[config.mk]
export PLATFORM = sky130hd
export DESIGN_NAME = dq_read_gather
export DESIGN_NICKNAME = d
export VERILOG_FILES = /design/src/rtl/dq_read_gather_pkg.sv /design/src/rtl/dq_gather_fifo.sv /design/src/rtl/dq_read_gather.sv
export SDC_FILE = /design/constraint.sdc
export NUM_CORES = 1
export LEC_CHECK = 0
export CORE_MARGIN = 5
export CORE_UTILIZATION = 40
export CTS_CLUSTER_DIAMETER = 50
export DETAILED_ROUTE_END_ITERATION = 8
export PLACE_DENSITY = 0.62
export SKIP_CTS_REPAIR_TIMING = 1
export SLEW_MARGIN = 0
export SYNTH_ARGS = -nofsm -noshare
export SYNTH_HDL_FRONTEND = slang
export SYNTH_SLANG_ARGS = --single-unit
[constraint.sdc]
create_clock -name oclk_div -period 7.6 [get_ports oclk_div]
set_input_delay 1.52 -clock oclk_div [delete_from_list [all_inputs] [get_ports oclk_div]]
set_output_delay 1.52 -clock oclk_div [all_outputs]
set_load 0.005 [all_outputs]
[src/rtl/dq_read_gather_pkg.sv]
// Shared types and constants for the DQ read gather slice.
package dq_read_gather_pkg;

    localparam int DLY_STAGES = 16;
    localparam int BL8_W      = 8;

    typedef enum logic [1:0] {
        CAP_IDLE = 2'd0,
        CAP_1    = 2'd1,
        CAP_2    = 2'd2,
        CAP_3    = 2'd3
    } cap_state_t;

endpackage

[src/rtl/dq_gather_fifo.sv]
// First-word fall-through FIFO holding assembled read bursts.
module dq_gather_fifo #(
    parameter int W         = 64,
    parameter int FIFO_LOG2 = 2
) (
    input  logic         clk,
    input  logic         rst,
    input  logic         push,
    input  logic [W-1:0] wdata,
    input  logic         pop,
    output logic [W-1:0] rdata,
    output logic         full,
    output logic         empty
);

    localparam int DEPTH = 1 << FIFO_LOG2;
    localparam logic [FIFO_LOG2-1:0] PTR_ONE   = 1;
    localparam logic [FIFO_LOG2:0]   CNT_ONE   = 1;
    localparam logic [FIFO_LOG2:0]   CNT_DEPTH = (FIFO_LOG2+1)'(DEPTH);

    logic [W-1:0]         mem [DEPTH];
    logic [FIFO_LOG2-1:0] wr_ptr;
    logic [FIFO_LOG2-1:0] rd_ptr;
    logic [FIFO_LOG2:0]   cnt;
    logic                 do_push;
    logic                 do_pop;

    assign full    = (cnt == CNT_DEPTH);
    assign empty   = (cnt == '0);
    assign do_pop  = pop && !empty;
    // When full, a pop frees the slot the push writes into
    assign do_push = push && (!full || do_pop);
    assign rdata   = empty ? '0 : mem[rd_ptr];

    always_ff @(posedge clk) begin
        if (do_push && !rst)
            mem[wr_ptr] <= wdata;
    end

    always_ff @(posedge clk) begin
        if (rst) begin
            wr_ptr <= '0;
            rd_ptr <= '0;
            cnt    <= '0;
        end else begin
            if (do_push)
                wr_ptr <= wr_ptr + PTR_ONE;
            if (do_pop)
                rd_ptr <= rd_ptr + PTR_ONE;
            case ({do_push, do_pop})
                2'b10:   cnt <= cnt + CNT_ONE;
                2'b01:   cnt <= cnt - CNT_ONE;
                default: cnt <= cnt;
            endcase
        end
    end

endmodule

[src/rtl/dq_read_gather.sv]
// Gathers deserialized DQ nibbles into BL8 lane bytes and queues them.
// Optional burst counter enabled by macro DQ_READ_GATHER_CNT_EN.
module dq_read_gather
    import dq_read_gather_pkg::*;
#(
    parameter int LANES     = 8,
    parameter int FIFO_LOG2 = 2
) (
    input  logic               oclk_div,
    input  logic               rst,
    input  logic [4*LANES-1:0] din,
    input  logic               rd_start,
    input  logic [3:0]         lat,
    input  logic               half_shift,
    output logic [8*LANES-1:0] dout,
    output logic               dout_valid,
    input  logic               dout_ready,
    output logic               overflow,
    output logic               collision,
    input  logic               clr_err
`ifdef DQ_READ_GATHER_CNT_EN
    ,
    output logic [15:0]        burst_cnt
`endif
);

    localparam int W  = BL8_W * LANES;
    localparam int NW = 4 * LANES;

    localparam logic [1:0] S_IDLE = CAP_IDLE;
    localparam logic [1:0] S_CAP1 = CAP_1;
    localparam logic [1:0] S_CAP2 = CAP_2;
    localparam logic [1:0] S_CAP3 = CAP_3;

    logic [DLY_STAGES-1:0] dly;
    logic [NW-1:0]         din_q;
    logic [NW-1:0]         n1;
    logic [NW-1:0]         n2;
    logic                  hs_q;
    logic [1:0]            state;
    logic                  trig;
    logic                  busy;
    logic                  push;
    logic                  pop;
    logic                  full;
    logic                  empty;
    logic [W-1:0]          word;

    assign trig = dly[lat];
    assign busy = (state == S_CAP1) || (state == S_CAP2 && hs_q);
    assign push = (state == S_CAP2 && !hs_q) || (state == S_CAP3);

    // din is registered once, so each state captures the previous cycle's nibble
    always_ff @(posedge oclk_div) begin
        if (rst) begin
            dly   <= '0;
            din_q <= '0;
            n1    <= '0;
            n2    <= '0;
            hs_q  <= 1'b0;
            state <= S_IDLE;
        end else begin
            dly   <= {dly[DLY_STAGES-2:0], rd_start};
            din_q <= din;
            if (state == S_CAP1)
                n1 <= din_q;
            if (state == S_CAP2)
                n2 <= din_q;
            if (trig && !busy) begin
                state <= S_CAP1;
                hs_q  <= half_shift;
            end else begin
                case (state)
                    S_CAP1:  state <= S_CAP2;
                    S_CAP2:  state <= hs_q ? S_CAP3 : S_IDLE;
                    default: state <= S_IDLE;
                endcase
            end
        end
    end

    always_comb begin
        word = '0;
        for (int i = 0; i < LANES; i++) begin
            if (hs_q)
                word[8*i +: 8] = {din_q[4*i +: 2], n2[4*i +: 4], n1[4*i+2 +: 2]};
            else
                word[8*i +: 8] = {din_q[4*i +: 4], n1[4*i +: 4]};
        end
    end

    assign dout_valid = !empty;
    assign pop        = !empty && dout_ready;

    dq_gather_fifo #(
        .W         (W),
        .FIFO_LOG2 (FIFO_LOG2)
    ) u_fifo (
        .clk   (oclk_div),
        .rst   (rst),
        .push  (push),
        .wdata (word),
        .pop   (pop),
        .rdata (dout),
        .full  (full),
        .empty (empty)
    );

    // Setting wins over a same-cycle clear
    always_ff @(posedge oclk_div) begin
        if (rst) begin
            overflow  <= 1'b0;
            collision <= 1'b0;
        end else begin
            if (push && full && !pop)
                overflow <= 1'b1;
            else if (clr_err)
                overflow <= 1'b0;
            if (trig && busy)
                collision <= 1'b1;
            else if (clr_err)
                collision <= 1'b0;
        end
    end

`ifdef DQ_READ_GATHER_CNT_EN
    always_ff @(posedge oclk_div) begin
        if (rst)
            burst_cnt <= '0;
        else if (push && (!full || pop))
            burst_cnt <= burst_cnt + 16'd1;
    end
`endif

endmodule

# After elaboration in Yosys (flattened, before gate mapping)
# Memories as Yosys holds them, arrays and structs flattened. A register that Yosys moved wholly into a read port is not among the register bits.
# Index checks and enable logic that the tools add are counted.
[totals]
ff_bits = 124
ram_bits = 256
in_bits = 42
wordCells = 70
memories = 1
[op_classes]
addsub = 4
magnitude_cmp = 1
n_eq_ne = 6
mux = 22
reduce_logical = 24
[memory_table]
columns = ["name", "words", "width", "read_ports", "rd_clocked_by_memory_dff", "wr", "line", "rtl"]
rows = [
  ["u_fifo.mem", 4, 64, 1, 1, 1, "dq_gather_fifo.sv:21", "logic [W-1:0] mem [DEPTH];"],
]
[op_table]
columns = ["operator", "count"]
rows = [
  ["two-way mux 64 bit", 1],
  ["two-way mux 8 bit", 8],
  ["logical AND 1 bit", 10],
  ["two-way mux 1 bit", 7],
  ["equality test 2 bit, second input constant", 3],
  ["zero test 1 bit", 6],
  ["two-way mux 2 bit", 3],
  ["case mux 3 bit (2 select lines)", 1],
  ["nonzero test 2 bit", 3],
  ["less-than comparator 4 x 5 -> 1 bit, second input constant", 1],
  ["adder 2 x 1 -> 2 bit, second input constant", 2],
  ["binary-select mux 1 bit (select 4 bit)", 1],
  ["equality test 2 x 1 -> 1 bit, second input constant", 2],
  ["case mux 2 bit (2 select lines)", 1],
  ["adder 3 x 1 -> 3 bit, second input constant", 1],
  ["equality test 3 bit, second input constant", 1],
  ["zero test 3 bit", 1],
  ["logical OR 1 bit", 3],
  ["subtractor 3 x 1 -> 3 bit, second input constant", 1],
  ["OR reduction 2 bit", 1],
]

# Depth between registers and ports, before layout
# Gate-level depths: netlist of run 1.
[logic_depth]
depth_word = 9
depth_mapped = 11
depth_no_buf = 10

# Modules after synthesis
# From an unflattened synthesis of run 1, not the netlist that was laid out.
[unflattened]
cells_unflattened = 898
area_unflattened_um2 = 15010.6
[by_module_without_submodules]
columns = ["mod", "n_inst", "cells_per_inst", "area_each_um2", "seq_area_each_um2"]
rows = [
  ["dq_gather_fifo", 1, 471, 10327.4, 7867.5],
  ["dq_read_gather", 1, 427, 4683.2, 2342.2],
]

# Worst setup path after synthesis of run 1
# OpenSTA, ideal clock, no wires.
[synth_path]
kind = "input to register"
startpoint = "input dout_ready"
endpoint = "memory u_fifo.mem[0][0] (enable)"
arrival_ns = 3.463
slack_ns = 3.708
path_stages = 4
cell_sequence = "nor4b_1 -> nand2b_1 -> nor2_1 -> and2_1"
[synth_via]
elab_chain_cells = 7
[synth_lines]
columns = ["item", "line", "rtl"]
rows = [
  ["from (decl)", "dq_read_gather.sv:17", "input logic dout_ready,"],
  ["logical AND 1 bit", "dq_read_gather.sv:93", "assign pop = !empty && dout_ready;"],
  ["logical AND 1 bit", "dq_gather_fifo.sv:30", "assign do_pop = pop && !empty;"],
  ["logical OR 1 bit", "dq_gather_fifo.sv:32", "assign do_push = push && (!full || do_pop);"],
  ["logical AND 1 bit", "dq_gather_fifo.sv:32", ""],
  ["logical AND 1 bit", "dq_gather_fifo.sv:36", "if (do_push && !rst)"],
  ["two-way mux 1 bit", "dq_gather_fifo.sv:36", ""],
  ["two-way mux 1 bit (implied by the code)", "dq_gather_fifo.sv:37", "mem[wr_ptr] <= wdata;"],
  ["to (decl)", "dq_gather_fifo.sv:21", ""],
]
# Every way passes these cells.

==> results of run 1 <==
-- area by class of cell --
cell class	count	area (um2)
Clock buffer	61	1216
Clock inverter	19	173.9
Fill cell	3111	18810
Inverter	8	30.03
Multi-Input combinational cell	434	4270
Sequential cell	382	10220
Tap cell	468	585.6
Timing Repair Buffer	114	1124
-- cell usage after synthesis --
master,instances
sky130_fd_sc_hd__xor2_1,3
sky130_fd_sc_hd__buf_2,16
sky130_fd_sc_hd__o21ai_2,1
sky130_fd_sc_hd__or3_1,2
sky130_fd_sc_hd__mux2_2,64
sky130_fd_sc_hd__nand2_1,4
sky130_fd_sc_hd__and4b_1,1
sky130_fd_sc_hd__edfxtp_1,256
sky130_fd_sc_hd__nor4b_1,1
sky130_fd_sc_hd__buf_1,9
sky130_fd_sc_hd__nor2_1,75
sky130_fd_sc_hd__nand2b_1,4
sky130_fd_sc_hd__a21oi_1,6
sky130_fd_sc_hd__ha_1,8
sky130_fd_sc_hd__and2_1,69
sky130_fd_sc_hd__mux2i_1,70
sky130_fd_sc_hd__nor3_1,1
sky130_fd_sc_hd__o21bai_1,1
sky130_fd_sc_hd__mux4_2,66
sky130_fd_sc_hd__clkbuf_1,26
sky130_fd_sc_hd__nor2b_1,50
sky130_fd_sc_hd__fa_1,1
sky130_fd_sc_hd__o21ai_0,1
sky130_fd_sc_hd__dfxtp_1,126
sky130_fd_sc_hd__nand3_1,1
sky130_fd_sc_hd__inv_1,8
sky130_fd_sc_hd__a31oi_1,1
sky130_fd_sc_hd__xnor2_1,2
sky130_fd_sc_hd__a21o_1,1
sky130_fd_sc_hd__buf_6,1
sky130_fd_sc_hd__o211a_1,1
-- worst min-delay path by stage --
stage | endpoint | cells after the start | from
3_3_place_gp | dly[14] | 1 | dly[13]
2_1_floorplan | dly[13] | 1 | dly[12]
4_1_cts | dly[2] | 1 | dly[1]
6_report | dly[2] | 1 | dly[1]
5_1_grt | dly[2] | 1 | dly[1]
3_5_place_dp | dly[2] | 1 | dly[1]
-- metrics by stage --
stage / util [%] / hold WS (ps)
floorplan: - / 432.4
global placement: 44.55 / 444.4
detailed placement: 44.55 / 447.9
CTS: 48.36 / 455.8
global route: 48.36 / 475.9
finish: 48.36 / 454.4
-- sequential cells by signal (all words and copies together), names as in the netlist, named ones only --
signal / flops
u_fifo.wr_ptr: 2
dly: 16
hs_q: 1
n1: 32
u_fifo.rd_ptr: 2
collision: 1
overflow: 1
din_q: 32
u_fifo.mem: 256
u_fifo.cnt: 3
n2: 32
state: 2
-- layer usage --
metal / vias up / share of wire (%) / GRT usage [%]
li1: 3465 / - / -
met1: 3779 / 45 / 19.53
met2: 137 / 49 / 23.90
met3: 46 / 4.5 / 2.776
met4: 0 / 1.7 / 3.101
met5: - / 0 / 0
-- critical path: cells and delay by family (launching register included) --
family | cells | cell delay, ps
multiplexers | 1 | 570
AND/OR/NAND/NOR | 1 | 190
buffers and inverters | 2 | 1040
flip-flops | 1 | 950
-- where the power goes --
| group | switching, mW | internal [mW] | total (mW) |
|---|---|---|---|
| clock | 0.795 | 1.19 | 1.99 |
| combinational | 0.0726 | 0.0769 | 0.150 |
| sequential | 0.0163 | 2.23 | 2.25 |
| total | 0.884 | 3.50 | 4.38 |
-- kinds of logic (layout without fill, tap and decap cells) --
kind of cell	count (synthesis)	count (layout)	synth area share, %
AOI/OAI and AO/OA	12	12	0.5102
xor gates and xnor gates	5	5	0.2976
adders and majority gates	9	9	0.8162
buffers and inverters	60	202	1.717
DFF	382	382	69.38
muxes	200	200	19.76
and+or+nand+nor	208	208	7.524
==> results.toml, run 1 <==
[synthesis]
post_synthesis_instance_area_um2 = 14720
synthesis.yosys.warnings = 0
synth.top_cell.area_share_pct = 52.24
netlist.top_cell.by_area = "sky130_fd_sc_hd__edfxtp_1"
yosys-top-cells-area = "sky130_fd_sc_hd__edfxtp_1 (52%), sky130_fd_sc_hd__dfxtp_1 (17%), sky130_fd_sc_hd__mux4_2 (10%)"
postSynthNetCount = 927
syn-mean-instance-area_um2 = 16.80
synth_sequential_area_ratio_pct = 69.38
syn-instance-count = 876
yosysUniqueCellTypes = 31
synth-seq-cells = 382

[worst_setup_path]
cp-endpoint = "dout[46]"
critical_path_class = "register to primary output"
worst_r2r_endpoint = "u_fifo.cnt[2]"
critical_path_required_time_ps = 6080
cp-end-kind = "primary output"
cpPeakStageDelay_ps = 950
worstSetupStartpointType = "register"
crit_path_max_fanout = 41
critical_path_arrival_ps = 3300
r2r_start = "hs_q"
r2r_setup_slack_ps = 4680
worst_path_cell_with_the_longest_stage_delay = "sky130_fd_sc_hd__dfxtp_4"
crit_path_cell_trace = "buf_4, mux4_2, and2_1, clkdlybuf4s50_1"
depth_of_the_worst_register_to_register_path = 10

[run_status]
run_status = "complete, no violations"

[sta]
slew-limit-headroom_pct = 28.10
max_slew.worst_pin.slew_ps = 1078
maxClockFrequency_mhz = 207.6
fin_skew_ps = 8.683
rsz0062_at_grt = "no"
fin_setup_tns_ps = 0
fin_crit_sh_pct = 63.38
max_slew_violation_count = 0
setup_violations = 0
fin_ws_ps = 2783
hold_violation_count_in_the_final_report = 0
final_period_minus_worst_setup_slack_ps = 4817

[clock_network]
worst_skew_pair.late_latency_ps = 520
tritoncts = "done"
clock_path_buffers = 3
cts-buffers-inserted = 43
clock-sinks = 382
clock_edge_transition_at_the_registers_on_the_reported_setup_and_hold_paths_ps = 60
htree_levels = 2
clock-root-buffer = "sky130_fd_sc_hd__clkbuf_16"

[finish]
layout_common_cells = "sky130_fd_sc_hd__edfxtp_1 (256), sky130_fd_sc_hd__dfxtp_1 (123), sky130_fd_sc_hd__clkdlybuf4s50_1 (107)"
antenna-diode-count = 0
finish.cell_count_without_fillers = 1486
layout_commonest_cell = "sky130_fd_sc_hd__edfxtp_1"
nNetsFinal = 1034
design_area_um2 = 17620
flow.area_growth_from_synthesis_pct = 19.73
final_layout_size_suffix_gt1_share_pct = 20.83

[floorplan]
placeableCoreArea_um2 = 36430
dieArea_um2 = 40730
rows = 70
die_width_um = 201.8
design.portCount = 109
die_height_um = 201.8
initial_core_utilization_pct = 40.39

[placed_design]
placed_cells = 1406
numPortBuffers = 108
globalplace.congestion = 0.6803
hpwl_um = 16100
pre_cts_worst_setup_slack_ps = 3197
placed_area_um2 = 16230

[flow_run]
drv_cap = 0

[routing]
drt_iter0_drc = 362
routedWlPerCell_um = 19.56
drt_wl_total_um = 29070
route.detailed.vias_per_inst = 4.998
first_pass_drt_iterations = 5
antenna_violating_nets_post_route = 0
drc_viols = 0
dr_total_vias = 7427

[grt]
grt_first_pass_wirelength_um = 46240
grt_max_degree = 70
first_global_vias = 7953
grt_overflow = 0
number_of_antenna_violations_at_the_first_check_in_global_routing = 0
grtUsageTotal_pct = 14.27

[pwr]
power.density_nw_per_um2 = 248.7
final_total_pwr_mw = 4.382
vdd_drop_max_uv = 124.8
total_leakage_power_nw = 5.869

[hold_path]
hp-class = "register to register"
Power figures use the tool's default switching activity.
==> run 2, diff against run 1 <==
- PLACE_DENSITY: 0.62 -> 0.64
- clock period: 7.6 -> 3.95 ns (I/O delays scaled with it)
==> run 2 against run 1 <==
Against the previous run:
- critical path type unchanged
- design area increased by 0.34%
- via count rose by 0.23%
- flip-flop and latch count is the same
- combinational power up 95%
- clock skew grew 2.4 ps
- worst hold slack gained 4.1 ps
- critical endpoint is now dout[7]
- power is 88% higher
- largest cell class unchanged
==> results.toml, run 2 (synthesized netlist as in run 1, its figures left out) <==
[run_status]
run_status = "complete, no violations"

[pwr]
vdd_drop_max_uv = 246.3
total_leakage_power_nw = 5.891
final_total_pwr_mw = 8.253
power.density_nw_per_um2 = 466.8

[placed_design]
globalplace.congestion = 0.7120
pre_cts_worst_setup_slack_ps = 816.3
numPortBuffers = 108
hpwl_um = 17070

[finish]
fillers = 3052
nNetsFinal = 1043
flow.area_growth_from_synthesis_pct = 20.14
largest-register = "u_fifo.mem"
largest_register_ffs = 256
layout_commonest_cell = "sky130_fd_sc_hd__edfxtp_1"
layout_common_cells = "sky130_fd_sc_hd__edfxtp_1 (256), sky130_fd_sc_hd__dfxtp_1 (123), sky130_fd_sc_hd__clkdlybuf4s50_1 (107)"
final_layout_size_suffix_gt1_share_pct = 20.84
antenna-diode-count = 0

[routing]
drt_wl_total_um = 28900
route.detailed.vias_per_inst = 4.996
antenna_violating_nets_post_route = 0
routedWlPerCell_um = 19.39
drt_iter0_drc = 394
drc_viols = 0
dr_total_vias = 7444
first_pass_drt_iterations = 4

[worst_setup_path]
critical_path_class = "register to primary output"
crit_path_max_fanout = 29
critical_path_required_time_ps = 3160
crit_path_cell_trace = "buf_12, mux4_2, and2_1, clkdlybuf4s50_1"
critical_path_arrival_ps = 2680
cp-end-kind = "primary output"
worstSetupStartpointType = "register"
r2r_start = "u_fifo.cnt[0]"
cpPeakStageDelay_ps = 620
worst_path_cell_with_the_longest_stage_delay = "sky130_fd_sc_hd__dfxtp_4"

[sta]
final_period_minus_worst_setup_slack_ps = 3469
maxClockFrequency_mhz = 288.3
max_slew_violation_count = 0
rsz0062_at_grt = "no"
fin_skew_ps = 11.04
fin_ws_ps = 481.0
max_slew.worst_pin.slew_ps = 1013
hold_violation_count_in_the_final_report = 0
setup_violations = 0
fin_setup_tns_ps = 0
slew-limit-headroom_pct = 32.46
fin_crit_sh_pct = 87.82

[grt]
grt_first_pass_wirelength_um = 46310
grtUsageTotal_pct = 14.32
number_of_antenna_violations_at_the_first_check_in_global_routing = 1
grt_overflow = 0
grt_max_degree = 71
first_global_vias = 7960

[clock_network]
clock-root-buffer = "sky130_fd_sc_hd__clkbuf_16"
clock_edge_transition_at_the_registers_on_the_reported_setup_and_hold_paths_ps = 60
tritoncts = "done"
worst_skew_pair.late_latency_ps = 520
cts-buffers-inserted = 40
clock-sinks = 382
clock_path_buffers = 3
htree_levels = 2

[floorplan]
die_height_um = 201.8
design.portCount = 109
placeableCoreArea_um2 = 36430
rows = 70
initial_core_utilization_pct = 40.39
die_width_um = 201.8
dieArea_um2 = 40730

[hold_path]
min-delay-start = "dly[1]"
hp-class = "register to register"

[flow_run]
drv_cap = 0
## run 2: area by class of cell
| class | instances | area [um2] | share of cell area, % |
|---|---|---|---|
| clock buffer | 62 | 1155 | 6.532 |
| timing repair buffer | 126 | 1289 | 7.289 |
| sequential | 382 | 10220 | 57.81 |
| multi-input combinational | 434 | 4270 | 24.15 |
| tap | 468 | 585.6 | 3.312 |
| clock inverter | 10 | 130.1 | 0.7360 |
| inverter | 8 | 30.03 | 0.1698 |
## run 2: critical path: cells and delay by family (launching register included)
kind / cells / cell delay, ps
multiplexers: 1 / 580
AND/OR/NAND/NOR: 1 / 180
buffers and inverters: 2 / 750
flip-flops: 1 / 620
## run 2: power by group
| part | switching (mW) | total [mW] | internal (mW) |
|---|---|---|---|
| Combinational | 0.142 | 0.292 | 0.150 |
| Clock | 1.44 | 3.64 | 2.21 |
| Sequential | 0.0281 | 4.32 | 4.29 |
## run 2: worst paths after layout
check	cells past startpoint	end	slack [ps]
setup reg to reg	8	u_fifo.cnt[2]	1130
setup / recovery	4	dout[7]	480
hold / removal	1	dly[2]	460
hold reg to reg	1	dly[2]	460
## run 2: layer usage
layer  track usage, %  wire, um  vias up
li1                 -         -     3486
met1            18.46     12680     3779
met2            24.83     14480      126
met3            2.792      1067       51
met4            4.004       652        2
met5                0        13        -
## run 2: through the flow
stage / hold slack [ps] / util (%) / cells / cell area (um2)
after floorplan: 432.4 / - / 876 / 14720
final: 458.4 / 48.53 / 1490 / 17680
after global routing: 475.8 / 48.53 / 1490 / 17680
after CTS: 461.0 / 48.53 / 1490 / 17680
after global placement: 442.8 / 45.00 / 1418 / 16400
after detailed placement: 451.0 / 45.00 / 1418 / 16400
